==> config.mk <==
export PLATFORM = sky130hd
export DESIGN_NAME = spi_master_adc_read
export DESIGN_NICKNAME = d
export VERILOG_FILES = /design/src/rtl/spi_master_adc_read_pkg.sv /design/src/rtl/spi_master_adc_read_sck_gen.sv /design/src/rtl/spi_master_adc_read.sv
export SDC_FILE = /design/constraint.sdc
export NUM_CORES = 1
export LEC_CHECK = 0
export ABC_AREA = 1
export BUFFER_PORTS_ARGS = -buffer_cell sky130_fd_sc_hd__buf_2
export CAP_MARGIN = 20
export CORE_UTILIZATION = 50
export DETAILED_ROUTE_END_ITERATION = 8
export PLACE_DENSITY = 0.7
export SYNTH_ARGS = -nofsm -noshare
export SYNTH_HDL_FRONTEND = slang
export SYNTH_HIERARCHICAL = 1
export SYNTH_SLANG_ARGS = --single-unit
export TNS_END_PERCENT = 1
==> constraint.sdc <==
create_clock -name clk -period 3 [get_ports clk]
set_input_delay 0.75 -clock clk [delete_from_list [all_inputs] [get_ports clk]]
set_output_delay 0.75 -clock clk [all_outputs]
set_load 0.005 [all_outputs]
==> src/rtl/spi_master_adc_read_pkg.sv <==
// Shared definitions for the ADC-read SPI master: FSM state encoding and SPI mode names.
package spi_master_adc_read_pkg;

  typedef enum logic [2:0] {
    IDLE     = 3'd0,
    SS_SETUP = 3'd1,
    SHIFT    = 3'd2,
    SS_HOLD  = 3'd3,
    DONE     = 3'd4
  } state_e;

  typedef enum logic {
    CPOL_LOW  = 1'b0,
    CPOL_HIGH = 1'b1
  } cpol_e;

  typedef enum logic {
    CPHA_LEADING  = 1'b0,
    CPHA_TRAILING = 1'b1
  } cpha_e;

endpackage

==> src/rtl/spi_master_adc_read_sck_gen.sv <==
// SPI clock generator: half-period timer plus toggle counter, with edge strobes
// and a strobe on the final (2*WID-th) toggle. Held at the idle level while disabled.
module spi_sck_gen
  import spi_master_adc_read_pkg::*;
#(
  parameter int unsigned WID             = 18,
  parameter int unsigned WID_LEN         = 5,
  parameter int unsigned POLARITY        = 1,
  parameter int unsigned CYCLE_HALF_WAIT = 1,
  parameter int unsigned TIMER_WID       = 8
) (
  input  logic clk,
  input  logic rst_L,
  input  logic enable,
  output logic sck,
  output logic leading_c,
  output logic trailing_c,
  output logic done_c
);

  localparam int unsigned TOG_W = WID_LEN + 1;
  localparam logic SCK_IDLE = (POLARITY == 32'(CPOL_HIGH));
  localparam logic [TIMER_WID-1:0] HALF_LAST = TIMER_WID'(CYCLE_HALF_WAIT - 1);
  localparam logic [TOG_W-1:0] TOG_LAST = TOG_W'(2 * WID - 1);

  logic [TIMER_WID-1:0] timer;
  logic [TOG_W-1:0]     toggles;
  logic                 toggle_c;

  // Toggle number is (toggles + 1): even count means an odd (leading) toggle.
  assign toggle_c   = enable && (timer == HALF_LAST);
  assign leading_c  = toggle_c && !toggles[0];
  assign trailing_c = toggle_c && toggles[0];
  assign done_c     = toggle_c && (toggles == TOG_LAST);

  always_ff @(posedge clk or negedge rst_L) begin
    if (!rst_L) begin
      timer   <= '0;
      toggles <= '0;
      sck     <= SCK_IDLE;
    end else if (!enable) begin
      timer   <= '0;
      toggles <= '0;
      sck     <= SCK_IDLE;
    end else if (toggle_c) begin
      timer   <= '0;
      toggles <= toggles + TOG_W'(1);
      sck     <= ~sck;
    end else begin
      timer   <= timer + TIMER_WID'(1);
    end
  end

endmodule

==> src/rtl/spi_master_adc_read.sv <==
// SPI master reading one WID-bit ADC word per arm/finished handshake.
// Optional SPI_MISO_SYNC_EN inserts a 2-flop miso synchronizer (needs CYCLE_HALF_WAIT >= 3).
module spi_master_adc_read
  import spi_master_adc_read_pkg::*;
#(
  parameter int unsigned WID             = 18,
  parameter int unsigned WID_LEN         = 5,
  parameter int unsigned POLARITY        = 1,
  parameter int unsigned PHASE           = 0,
  parameter int unsigned CYCLE_HALF_WAIT = 1,
  parameter int unsigned TIMER_WID       = 8,
  parameter int unsigned SS_WAIT         = 2
) (
  input  logic           clk,
  input  logic           rst_L,
  input  logic           arm,
  output logic           ready_to_arm,
  output logic           finished,
  output logic [WID-1:0] from_slave,
  output logic           sck,
  output logic           ss_L,
  input  logic           miso
);

  localparam logic [TIMER_WID-1:0] SS_LAST  = TIMER_WID'(SS_WAIT - 1);
  localparam logic [WID_LEN-1:0]   BITS_ALL = WID_LEN'(WID);

  state_e               state, state_nxt;
  logic [TIMER_WID-1:0] wait_cnt, wait_cnt_nxt;
  logic [WID_LEN-1:0]   bit_cnt, bit_cnt_nxt;
  logic [WID-1:0]       shreg, shreg_nxt, from_slave_nxt;
  logic                 ss_L_nxt, finished_nxt, ready_nxt;
  logic                 sck_en_c, lead_c, trail_c, sck_done_c, sample_c, miso_s;

`ifdef SPI_MISO_SYNC_EN
  logic [1:0] miso_sync;

  always_ff @(posedge clk or negedge rst_L) begin
    if (!rst_L) miso_sync <= '0;
    else        miso_sync <= {miso_sync[0], miso};
  end

  assign miso_s = miso_sync[1];

  always_ff @(posedge clk) begin
    if (rst_L) assert (CYCLE_HALF_WAIT >= 3)
      else $error("spi_master_adc_read: CYCLE_HALF_WAIT must be >= 3 with miso sync");
  end
`else
  assign miso_s = miso;
`endif

  // Dropping arm stops sck on the same edge that the FSM aborts.
  assign sck_en_c = (state == SHIFT) && arm;
  assign sample_c = (PHASE == 32'(CPHA_TRAILING)) ? trail_c : lead_c;

  spi_sck_gen #(
    .WID            (WID),
    .WID_LEN        (WID_LEN),
    .POLARITY       (POLARITY),
    .CYCLE_HALF_WAIT(CYCLE_HALF_WAIT),
    .TIMER_WID      (TIMER_WID)
  ) u_sck_gen (
    .clk       (clk),
    .rst_L     (rst_L),
    .enable    (sck_en_c),
    .sck       (sck),
    .leading_c (lead_c),
    .trailing_c(trail_c),
    .done_c    (sck_done_c)
  );

  always_comb begin
    state_nxt      = state;
    wait_cnt_nxt   = wait_cnt;
    bit_cnt_nxt    = bit_cnt;
    shreg_nxt      = shreg;
    from_slave_nxt = from_slave;
    ss_L_nxt       = ss_L;
    finished_nxt   = finished;
    ready_nxt      = ready_to_arm;

    if (sample_c) begin
      shreg_nxt   = {shreg[WID-2:0], miso_s};
      bit_cnt_nxt = bit_cnt + WID_LEN'(1);
    end

    case (state)
      IDLE: begin
        ss_L_nxt     = 1'b1;
        finished_nxt = 1'b0;
        ready_nxt    = 1'b1;
        if (arm) begin
          state_nxt    = SS_SETUP;
          ss_L_nxt     = 1'b0;
          ready_nxt    = 1'b0;
          wait_cnt_nxt = '0;
          bit_cnt_nxt  = '0;
        end
      end
      SS_SETUP, SHIFT, SS_HOLD: begin
        if (!arm) begin
          // Abort: deselect and return; from_slave keeps the last published word.
          state_nxt = IDLE;
          ss_L_nxt  = 1'b1;
          ready_nxt = 1'b1;
        end else if (state == SS_SETUP) begin
          if (wait_cnt == SS_LAST) begin
            state_nxt    = SHIFT;
            wait_cnt_nxt = '0;
          end else begin
            wait_cnt_nxt = wait_cnt + TIMER_WID'(1);
          end
        end else if (state == SHIFT) begin
          if (sck_done_c && (bit_cnt_nxt == BITS_ALL)) begin
            state_nxt    = SS_HOLD;
            wait_cnt_nxt = '0;
          end
        end else begin
          if (wait_cnt == SS_LAST) begin
            state_nxt      = DONE;
            ss_L_nxt       = 1'b1;
            finished_nxt   = 1'b1;
            from_slave_nxt = shreg;
          end else begin
            wait_cnt_nxt = wait_cnt + TIMER_WID'(1);
          end
        end
      end
      DONE: begin
        if (!arm) begin
          state_nxt    = IDLE;
          finished_nxt = 1'b0;
          ready_nxt    = 1'b1;
        end
      end
      default: state_nxt = IDLE;
    endcase
  end

  always_ff @(posedge clk or negedge rst_L) begin
    if (!rst_L) begin
      state        <= IDLE;
      wait_cnt     <= '0;
      bit_cnt      <= '0;
      shreg        <= '0;
      from_slave   <= '0;
      ss_L         <= 1'b1;
      finished     <= 1'b0;
      ready_to_arm <= 1'b1;
    end else begin
      state        <= state_nxt;
      wait_cnt     <= wait_cnt_nxt;
      bit_cnt      <= bit_cnt_nxt;
      shreg        <= shreg_nxt;
      from_slave   <= from_slave_nxt;
      ss_L         <= ss_L_nxt;
      finished     <= finished_nxt;
      ready_to_arm <= ready_nxt;
    end
  end

endmodule

**After elaboration in Yosys (flattened, before gate mapping)**

Cells that the tools add are included.

- Equal/unequal tests: 23
- Mux-type cells: 37
- $add $sub $neg: 4
- Reduce and logical (&&, ||, !) cells: 19
- Bitwise logic cells: 3

Operators with widths:

| operator | number |
|---|---|
| 2-to-1 mux 8 bit | 9 |
| 2-to-1 mux 3 bit | 8 |
| adder 8 x 1 -> 8 bit, second input constant | 2 |
| != test 2 bit, second input constant | 8 |
| != test 4 bit, second input constant | 4 |
| case mux 8 bit (2 select lines) | 1 |
| 2-to-1 mux 5 bit | 3 |
| AND reduction 5 bit | 3 |
| 2-to-1 mux 6 bit | 2 |
| 2-to-1 mux 1 bit | 10 |
| != test 3 bit, second input constant | 3 |
| case mux 3 bit (3 select lines) | 1 |
| == test 8 x 1 -> 1 bit, second input constant | 1 |
| logical NOT 8 bit | 1 |
| adder 6 x 1 -> 6 bit, second input constant | 1 |
| == test 3 x 2 -> 1 bit, second input constant | 2 |
| == test 6 bit, second input constant | 1 |
| AND reduction 6 bit | 1 |
| adder 5 x 1 -> 5 bit, second input constant | 1 |
| == test 5 bit, second input constant | 1 |
| logical AND 1 bit | 5 |
| != test 5 bit, second input constant | 1 |
| case mux 1 bit (2 select lines) | 2 |
| AND reduction 4 bit | 1 |
| other kinds (11) | 14 |

- Output and inout port bits: 22
- Logic and storage cells: 97
- Input bits: 4
- Register bits: 70

**Depth between registers and ports, before layout**

Gate-level depths: netlist of the first run.

- Word-level depth: 12
- Mapped depth: 16
- Depth with buffers taken out: 16

**Cells and area by module**

The synthesis of the first run kept the hierarchy.

By module, submodules not included:

| module | area an instance (sq um) | times used | cells an instance | seq. area each (sq um) |
|---|---|---|---|---|
| spi_master_adc_read | 2492.4 | 1 | 294 | 1378.8 |
| spi_sck_gen | 892.1 | 1 | 110 | 376.6 |

**Worst setup path before layout of the first run**

Ideal clock, no wire load.

- Path type: in2reg
- Start: input arm
- End: register wait_cnt[2]
- Slack: 0.560 ns
- Required time: 2.883 ns
- Cell stages on the path: 15
- Path buffers: 2
- Library setup time: 0.117 ns
- Arrival time: 2.324 ns
- Cell sequence: inv_2 > nor2_1 > buf_2 > nand3_1 > nor2_1 > buf_6 > nand3_4 > nand2_2 > nand3_2 > nor2_2 > nand2_2 > nand2_2 > nand2_4 > nand2_1 > nand2_1

- Longest elaborated chain between the ends: 8
- Elaborated cells on any way between the ends: 11
- Those cells by class: 4 x eq/ne; 1 x mux; 6 x reduce/logical

RTL lines:

| element | RTL line | RTL |
|---|---|---|
| from (decl) | spi_master_adc_read.sv:16 | `input logic arm,` |
| logical AND 1 bit | spi_master_adc_read.sv:54 | `assign sck_en_c = (state == SHIFT) && arm;` |
| named net sck_en_c | spi_master_adc_read.sv:33 | `logic sck_en_c, lead_c, trail_c, sck_done_c, sample_c, miso_s;` |
| logical AND 1 bit | spi_master_adc_read_sck_gen.sv:31 | `assign toggle_c = enable && (timer == HALF_LAST);` |
| logical AND 1 bit | spi_master_adc_read_sck_gen.sv:32 | `assign leading_c = toggle_c && !toggles[0];` |
| named net lead_c | spi_master_adc_read.sv:33 |  |
| 2-to-1 mux 5 bit | spi_master_adc_read.sv:83 | `if (sample_c) begin` |
| == test 5 bit | spi_master_adc_read.sv:115 | `if (sck_done_c && (bit_cnt_nxt == BITS_ALL)) begin` |
| logical AND 1 bit | spi_master_adc_read.sv:115 |  |
| != test 4 bit (no source line) | -- |  |
| AND reduction 5 bit (no source line) | -- |  |
| to (signal assigned) | spi_master_adc_read.sv:153 | `wait_cnt <= wait_cnt_nxt;` |
| to (decl) | spi_master_adc_read.sv:29 | `logic [TIMER_WID-1:0] wait_cnt, wait_cnt_nxt;` |

The timed path passes the listed nets, and every way through them passes these cells.
A chain may end at the register's enable or synchronous reset.

**Worst setup path in the final report of the first run**

- Start: register u_sck_gen.timer[0]
- End: register state[1]

- Longest elaborated chain between the ends: 8
- Elaborated cells on any way between the ends: 9
- Those cells by class: 2 x eq/ne; 1 x mux; 6 x reduce/logical

RTL lines:

| element | RTL line | RTL |
|---|---|---|
| from (decl) | spi_master_adc_read_sck_gen.sv:26 | `logic [TIMER_WID-1:0] timer;` |
| from (signal assigned) | spi_master_adc_read_sck_gen.sv:50 | `timer <= timer + TIMER_WID'(1);` |
| logical NOT 8 bit | spi_master_adc_read_sck_gen.sv:31 |  |
| logical AND 1 bit | spi_master_adc_read_sck_gen.sv:31 |  |
| logical AND 1 bit | spi_master_adc_read_sck_gen.sv:32 |  |
| named net lead_c | spi_master_adc_read.sv:33 |  |
| 2-to-1 mux 5 bit | spi_master_adc_read.sv:83 |  |
| == test 5 bit | spi_master_adc_read.sv:115 |  |
| logical AND 1 bit | spi_master_adc_read.sv:115 |  |
| != test 5 bit (no source line) | -- |  |
| AND reduction 5 bit (no source line) | -- |  |
| to (signal assigned) | spi_master_adc_read.sv:152 | `state <= state_nxt;` |
| to (decl) | spi_master_adc_read.sv:28 | `state_e state, state_nxt;` |

The timed path passes the listed nets, and every way through them passes these cells.

==> results of run 1 <==
-- layer usage --
metal  share of wire [%]  vias to the layer above
li1                    -                     1343
met1                  50                     1176
met2                  44                       58
met3                 3.9                       16
met4                 2.4                        0
met5                   0                        -
-- power groups by stage --
stage	sequential (mW)	clock [mW]	combinational, mW
CTS	1.40	0.804	0.776
floorplan	1.41	0	0.494
global route	1.44	0.843	0.896
finish	1.40	0.777	0.764
detailed placement	1.41	0	0.770
global placement	1.40	0	0.755
-- registers in the layout (all words and copies together) (netlist names) --
register / cells
from_slave: 18
shreg: 18
u_sck_gen/timer: 8
wait_cnt: 8
u_sck_gen/toggles: 6
bit_cnt: 5
state: 3
finished: 1
ready_to_arm: 1
ss_L: 1
u_sck_gen/sck: 1
-- area by class of cell --
class / instances / area (um^2)
clock buffers: 11 / 151.4
clock inverters: 5 / 57.56
fillers: 574 / 2621
inverters: 59 / 221.5
multi-input cells: 265 / 1359
flip-flops and latches: 70 / 1755
well taps: 77 / 96.34
repair buffers: 28 / 160.2
-- final timing paths --
path                                         startpoint                         end
max                        u_sck_gen/timer[0]$_DFF_PN0_        state[1]$_DFFE_PN0P_
min                                               rst_L  from_slave[11]$_DFFE_PN0P_
max reg2reg                u_sck_gen/timer[0]$_DFF_PN0_        state[1]$_DFFE_PN0P_
min reg2reg                   u_sck_gen/sck$_DFFE_PN1P_   u_sck_gen/sck$_DFFE_PN1P_
max in group asynchronous                         rst_L            ss_L$_DFFE_PN1P_
min in group clk              u_sck_gen/sck$_DFFE_PN1P_   u_sck_gen/sck$_DFFE_PN1P_
-- critical path: stages, from the launching register on --
cell and delay (ns):
dfrtp_1 0.43, inv_1 0.08, ha_1 0.20, nand2_1 0.07
nor3_1 0.18, nand3_1 0.15, nor2_2 0.27, nand2_1 0.15
nor2_1 0.11, nand2_1 0.09, a21oi_2 0.15, nand2_2 0.08
nand2_2 0.09, nand2_1 0.06, nand2_1 0.07, nand2_1 0.05
-- metrics by stage --
stage                     cell area [um^2]  hold slack (ns)  util (%)  total power [mW]
after floorplan                       3381           0.4530         -             1.900
after global placement                3592           0.4642     55.93             2.159
after detailed placement              3592           0.4580     55.93             2.182
after CTS                             3801           0.4301     59.19             2.978
after global routing                  3801           0.4498     59.19             3.174
final                                 3801           0.4174     59.19             2.938
==> qor.txt, run 1 <==
Fin nets - 443
Sw frac - 33.01%
Detailed router's first-iteration violation count - 142
RSZ-0062 raised after global routing - false
Most frequent cells in the layout - nand2_1 (101), dfrtp_1 (67), inv_1 (51)
# H-tree levels - 3
Post-CTS Setup Repair Bufs - 0
Reg-to-reg slack, setup - 0.66 ns
P per Cell Area - 773.0 nW/um^2
First-pass DRT Iterations - 6
Initial antenna violation count - 0
Worst Setup Path Type - reg -> reg
Clock power frac - 26.5%
Clock latency at the later pin of the worst-skew pair - 0.34 ns
Crit share post-route - 78.00%
First-pass GRT wire length - 10.85 mm
CTS tree - yes
Largest net degree at the start of global routing - 71
CTS max path bufs - 2
Synthesized instance count - 403
GRT Overall Usage - 19.30%
Remaining antenna violation count - 0
Status - finished, violations left
Leakage power - 1.942 nW
Commonest non-fill, non-tap cell in the layout - nand2_1
Class of the worst hold path - in -> async
VDD IR max - 0.3857 mV
Drt total wl - 6.021 mm
CP startpoint kind - register
Slew headroom - 57.55%
CORE AREA - 6422 um^2
Synth Cell Area - 3381 um^2
Syn nets - 413
Internal power - 1.968 mW
Max Freq - 427.4 MHz
Layout cells sized above 1 - 18.26%
Synth warn - 6
Placed Cells incl. Taps - 499
Max cap viols - 0
Comb power frac - 26.0%
Arr. time, crit path - 2.57 ns
Fin cells - 515
Routability cong. - 0.9505
Crit. End Element - register
CP Data Required Time - 3.23 ns
Final setup margin - 0.6601 ns
Final Hold Vio Count - 0
Tightest Pin Transition - 0.6346 ns
Vias in the first global route - 2495
Largest fanout on the critical path - 6
Grt peak-use layer - met2
Vias per cell - 5.035
Worst Reg2Reg Path Length in Cells - 15
GR met2 Demand/Resource - 29.36%
Met3 Use GR - 5.113%
Post-DR wirelength/cell - 11.69 um
Initial Util - 52.64%
Post-detail-place hpwl - 4.026 mm
Fin crit period - 2.340 ns
Syn_area_per_cell - 8.389 um^2
GRT Residual Overflow - 0
Syn-to-layout area delta - 12.44%
Row cnt - 29
Root Buffer - clkbuf_8
TritonCTS buffer count - 9
Final setup fails - 0
Slew Limit Fails - 0
Pre-CTS setup slack - 0.4601 ns
Chip Height - 84.23 um
Area of the die - 7095 um^2
Setup TNS Final - 0 ns
# diodes - 0
Die width - 84.23 um
Worst-path clk slew - 0.07 ns
Io pins - 26
DR vias - 2593
Sequential power share - 47.6%
Hold_buf cts - 0
Violated checks - DRC
M1 GR Usage - 25.50%
Clock Skew - 0.007414 ns
PortBufs - 25
CTS resizes - 0
Switch Pwr - 0.9700 mW
Residual DRC - 4
# clock sinks - 70
Note: power is estimated with default switching activity, not from simulation.
==> run 2, diff against run 1 <==
Settings changed: PLACE_DENSITY 0.7 to 0.73.
Clock period 3 ns to 2.1 ns, I/O delays scaled along.
==> run 2 against run 1 <==
  * Critical path depth stayed put
  * Clock power rose by 58%
  * Combinational power grew 52%
  * Clock skew down 0.00069 ns
  * Final area is 6.1% higher
  * Highest routed layer unchanged
  * The flow still finishes with violations (DRC)
  * First-iteration DRC count down 4.2%
  * Critical endpoint is now wait_cnt[4]$_DFFE_PN0P_
==> qor.txt, run 2 (synthesis gave the netlist of run 1 again) <==
Fin crit period - 2.062 ns
Final Hold Vio Count - 0
CTS max path bufs - 2
VDD IR max - 0.4550 mV
Crit. End Element - register
Layout cells sized above 1 - 24.18%
Hold Crit Depth - 3
PortBufs - 25
# H-tree levels - 3
# clock sinks - 70
Worst Reg2Reg Path Length in Cells - 15
Fin nets - 460
Vias in the first global route - 2605
Worst Setup Path Type - reg -> reg
First-pass DRT Iterations - 7
# diodes - 0
Class of the worst hold path - in -> reg
Residual DRC - 4
RSZ-0062 raised after global routing - true
Initial Util - 52.64%
Die width - 84.23 um
Most frequent cells in the layout - nand2_1 (95), dfrtp_1 (67), inv_1 (49)
Largest net degree at the start of global routing - 39
Final setup fails - 0
DP Area - 3727 um^2
CP Data Required Time - 2.33 ns
CP startpoint kind - register
Multi-input logic area - 1419 um^2
Largest fanout on the critical path - 8
Io pins - 26
Row cnt - 29
Clock Skew - 0.006725 ns
Worst-path clk slew - 0.08 ns
Final Total Pwr - 4.391 mW
Status - finished, violations left
Post-detail-place hpwl - 4.439 mm
Fin cells - 532
CTS tree - yes
Max Freq - 485.0 MHz
Routability cong. - 0.9120
Slew Limit Fails - 0
Clock latency at the later pin of the worst-skew pair - 0.34 ns
Fill count - 532
Register area - 1755 um^2
DR vias - 2727
Design Area, Final - 4033 um^2
CORE AREA - 6422 um^2
Post-CTS Setup Repair Bufs - 0
Chip Height - 84.23 um
Syn-to-layout area delta - 19.28%
Tightest Pin Transition - 0.3391 ns
First-pass GRT wire length - 11.14 mm
Placed Cells incl. Taps - 515
Max cap viols - 0
P per Cell Area - 1089 nW/um^2
Reg-to-reg slack, setup - 0.04 ns
Area of the die - 7095 um^2
Top flop regs - from_slave x18, shreg x18
Remaining antenna violation count - 0
Root Buffer - clkbuf_8
Leakage power - 2.049 nW
Arr. time, crit path - 2.29 ns
TritonCTS buffer count - 9
Post-DR wirelength/cell - 11.88 um
Initial antenna violation count - 0
Worst hold margin - 0.3935 ns
Vias per cell - 5.126
Commonest non-fill, non-tap cell in the layout - nand2_1
Violated checks - DRC
Detailed router's first-iteration violation count - 136
Drt total wl - 6.320 mm
Crit share post-route - 98.18%
Slew headroom - 77.39%
GRT Residual Overflow - 0
GRT Overall Usage - 19.46%
[run 2: metal layers]
metal,vias to the layer above,track usage (%),part of all wire (%)
met4,0,7.524,1.1
met1,1302,24.56,48
met2,40,33.53,48
li1,1378,-,-
met5,-,0,0
met3,7,3.343,2.7
[run 2: area by class of cell]
cell class,count,area share [%]
Tap cell,77,2.389
Clock inverter,6,2.296
Sequential cell,70,43.53
Clock buffer,10,3.413
Multi-Input combinational cell,265,35.18
Timing Repair Buffer,45,7.695
Inverter,59,5.492
[run 2: timing repair]
item | CTS | global route
gates resized for setup | 0 | 18
hold buffers | 1 | 0
endpoints found under the setup margin | 0 | 11
endpoints found under the hold margin | 1 | 0
[run 2: worst max-delay path, cell delays in order (launching register included)]
cell      delay (ns)
dfrtp_1         0.39
inv_2           0.07
ha_4            0.13
nand2_2         0.05
nor3_2          0.16
nand3_2         0.13
nor2_4          0.20
buf_6           0.13
nand2_1         0.04
a21boi_1        0.14
a21oi_2         0.13
nand2_2         0.08
nand2_2         0.09
nand2_4         0.09
nand2_1         0.07
nand2_1         0.06
[run 2: worst paths after layout]
check,startpoint,end
max in group asynchronous,rst_L,ss_L$_DFFE_PN1P_
min in group asynchronous,rst_L,shreg[11]$_DFFE_PN0P_
min,miso,shreg[0]$_DFFE_PN0P_
max,u_sck_gen/timer[1]$_DFF_PN0_,wait_cnt[4]$_DFFE_PN0P_
min reg2reg,ss_L$_DFFE_PN1P_,ss_L$_DFFE_PN1P_
max reg2reg,u_sck_gen/timer[1]$_DFF_PN0_,wait_cnt[4]$_DFFE_PN0P_
[run 2: through the flow]
| stage | utilization [%] | setup WS, ns | setup TNS [ns] |
|---|---|---|---|
| after floorplan | - | 0.002058 | 0 |
| after global placement | 58.04 | 0.1142 | 0 |
| after detailed placement | 58.04 | 0.01066 | 0 |
| after CTS | 61.78 | 0.02330 | 0 |
| after global routing | 62.79 | -0.08893 | -0.7192 |
| final | 62.79 | 0.03828 | 0 |
[run 2: power breakdown]
| part | leakage (nW) | switching (mW) | internal (mW) | total (mW) |
|---|---|---|---|---|
| Clock | 0.110 | 0.521 | 0.709 | 1.23 |
| Sequential | 0.923 | 0.236 | 1.77 | 2.00 |
| Combinational | 1.02 | 0.692 | 0.465 | 1.16 |
| Total | 2.05 | 1.45 | 2.94 | 4.39 |
==> run 3, diff against run 2 <==
Settings changed: CORE_MARGIN set to 2.
==> run 3 against run 2 <==
  * The run ends with setup timing left
  * Critical path depth is 2 higher
  * Via count is 0.11% higher
  * Sequential share of layout area is 0.55 points higher
  * Routed wire length is 0.89% higher
  * Combinational power hardly changed
  * Hold slack worse by 0.24 ns
  * Fmax is 1.8% lower
  * Flip-flop and latch count stayed put
  * Highest routed layer unchanged
  * Utilization is 1.1 points lower
  * Cell count is 0.19% lower
==> qor.txt, run 3 (synthesis gave the netlist of run 1 again) <==
Status - finished, violations left
Violated checks - setup timing
Clock latency at the later pin of the worst-skew pair - 0.34 ns
Largest net degree at the start of global routing - 44
First-pass GRT wire length - 11.21 mm
VDD IR max - 0.6899 mV
Max cap viols - 0
Initial antenna violation count - 0
Tightest Pin Transition - 0.3527 ns
Row cnt - 29
Vias in the first global route - 2648
Clock Skew - 0.007332 ns
Fin crit period - 2.101 ns
GRT Residual Overflow - 0
Post-detail-place hpwl - 4.429 mm
CORE AREA - 6459 um^2
M1 GR Usage - 22.75%
RSZ-0062 raised after global routing - true
GR met2 Demand/Resource - 32.28%
Fin nets - 459
Sw frac - 33.74%
Routability cong. - 0.8310
Initial Util - 52.34%
TritonCTS buffer count - 9
Crit-path slowest cell - dfrtp_1
Chip Height - 86.23 um
CP Data Required Time - 2.38 ns
Layout cells sized above 1 - 23.35%
Worst Setup Path Type - reg -> reg
# clock sinks - 70
Post-DR wirelength/cell - 12.01 um
Slew Limit Fails - 0
CP max stage delay - 0.38 ns
Final Hold Vio Count - 0
Sequential power share - 46.9%
Io pins - 26
Die width - 86.23 um
Internal power - 2.819 mW
Arr. time, crit path - 2.38 ns
Crit share post-route - 100.0%
DR vias - 2730
Residual DRC - 0
Syn-to-layout area delta - 17.80%
Clock power frac - 25.9%
Vias per cell - 5.141
Grt peak-use layer - met2
Final setup margin - -0.0005389 ns
Remaining antenna violation count - 0
# diodes - 0
Pre-CTS setup slack - 0.03026 ns
PortBufs - 25
Met3 Use GR - 4.667%
Worst-path clk slew - 0.08 ns
Final setup fails - 1
Drt total wl - 6.376 mm
Crit. End Element - register
CTS max path bufs - 2
Largest fanout on the critical path - 8
CP startpoint kind - register
Leakage power - 2.038 nW
Area of the die - 7436 um^2
P per Cell Area - 1068 nW/um^2
Detailed router's first-iteration violation count - 113
Most used cell, CP - nand2_1
# H-tree levels - 3
Comb power frac - 27.3%
CTS tree - yes
Slew headroom - 76.49%
Worst path cell trace - inv_1 > ha_2 > nand2_2 > nor3_2 > nand3_2 > nor2_4 > buf_6 > inv_1 > nand2_1 > nand2_1 > nand3_2 > nor2_2 > nand2_2 > nand2_2 > nand2_4 > nand2_1 > nand2_1
Class of the worst hold path - in -> async
GRT Overall Usage - 18.91%
Max Freq - 476.1 MHz
Switch Pwr - 1.435 mW
Most frequent cells in the layout - nand2_1 (96), dfrtp_1 (67), inv_1 (51)
First-pass DRT Iterations - 4
Root Buffer - clkbuf_8
Top flop regs - from_slave x18, shreg x18
Final Total Pwr - 4.254 mW
Commonest non-fill, non-tap cell in the layout - nand2_1
==> run 3: cell types whose count changed in the layout (fill, tap and decap cells not counted), sizes merged <==
cell         previous run  this run
clkinv                  2         4
inv                    59        57
clkbuf                 10        11
bufinv                  2         1
dlygate4sd3             1         0
==> run 3: metrics by stage <==
stage / setup TNS, ns / utilization (%) / instances / hold slack (ns) / area (um^2)
floorplan: 0 / - / 403 / 0.2294 / 3388
CTS: 0 / 60.58 / 529 / 0.1550 / 3913
finish: -0.0005389 / 61.66 / 531 / 0.1548 / 3983
global route: -1.520 / 61.66 / 531 / 0.1628 / 3983
global placement: 0 / 57.48 / 513 / 0.4574 / 3712
detailed placement: 0 / 57.48 / 513 / 0.4629 / 3712
==> run 3: path summary, 6_finish.rpt <==
kind / from / endpoint / slack, ns / depth (start not counted)
max in group asynchronous: rst_L / ready_to_arm$_DFFE_PN1P_ / 1.63 / 2
min reg2reg: ss_L$_DFFE_PN1P_ / ss_L$_DFFE_PN1P_ / 0.47 / 2
min in group clk: miso / shreg[0]$_DFFE_PN0P_ / 0.40 / 3
min: rst_L / from_slave[12]$_DFFE_PN0P_ / 0.15 / 2
max reg2reg: u_sck_gen/timer[1]$_DFF_PN0_ / wait_cnt[5]$_DFFE_PN0P_ / -0.0005 / 17
max: u_sck_gen/timer[1]$_DFF_PN0_ / wait_cnt[5]$_DFFE_PN0P_ / -0.0005 / 17
==> run 3: layer usage <==
metal	part of all wire, %	routed length, um
met1	46	2954
met2	48	3073
met3	3.8	244
met4	1.6	104
met5	0	0
==> run 3: area by class of cell <==
class | count | area, um^2
Clock buffer | 11 | 141.4
Clock inverter | 5 | 58.81
Fill cell | 541 | 2476
Inverter | 59 | 221.5
Multi-Input combinational cell | 265 | 1413
Sequential cell | 70 | 1755
Tap cell | 77 | 96.34
Timing Repair Buffer | 44 | 296.5
==> run 3: repair_timing <==
| item | 4_1_cts | 5_1_grt |
|---|---|---|
| hold buffers | 0 | 0 |
| setup endpoints to repair | 0 | 11 |
| gates resized for setup | 0 | 14 |
| setup buffers | 0 | 2 |
==> run 3: power groups by stage <==
stage	sequential (mW)	clock [mW]	combinational, mW
CTS	1.99	1.12	1.15
global placement	2.00	0	1.10
detailed placement	2.01	0	1.14
global route	2.05	1.17	1.35
finish	1.99	1.10	1.16
floorplan	2.01	0	0.710
==> run 3: worst max-delay path: cells and delay by family (launching register included) <==
family,cells,cell delay (ns)
buf+inv,3,0.26
fa+ha+maj,1,0.18
flops,1,0.38
simple gates,13,1.20
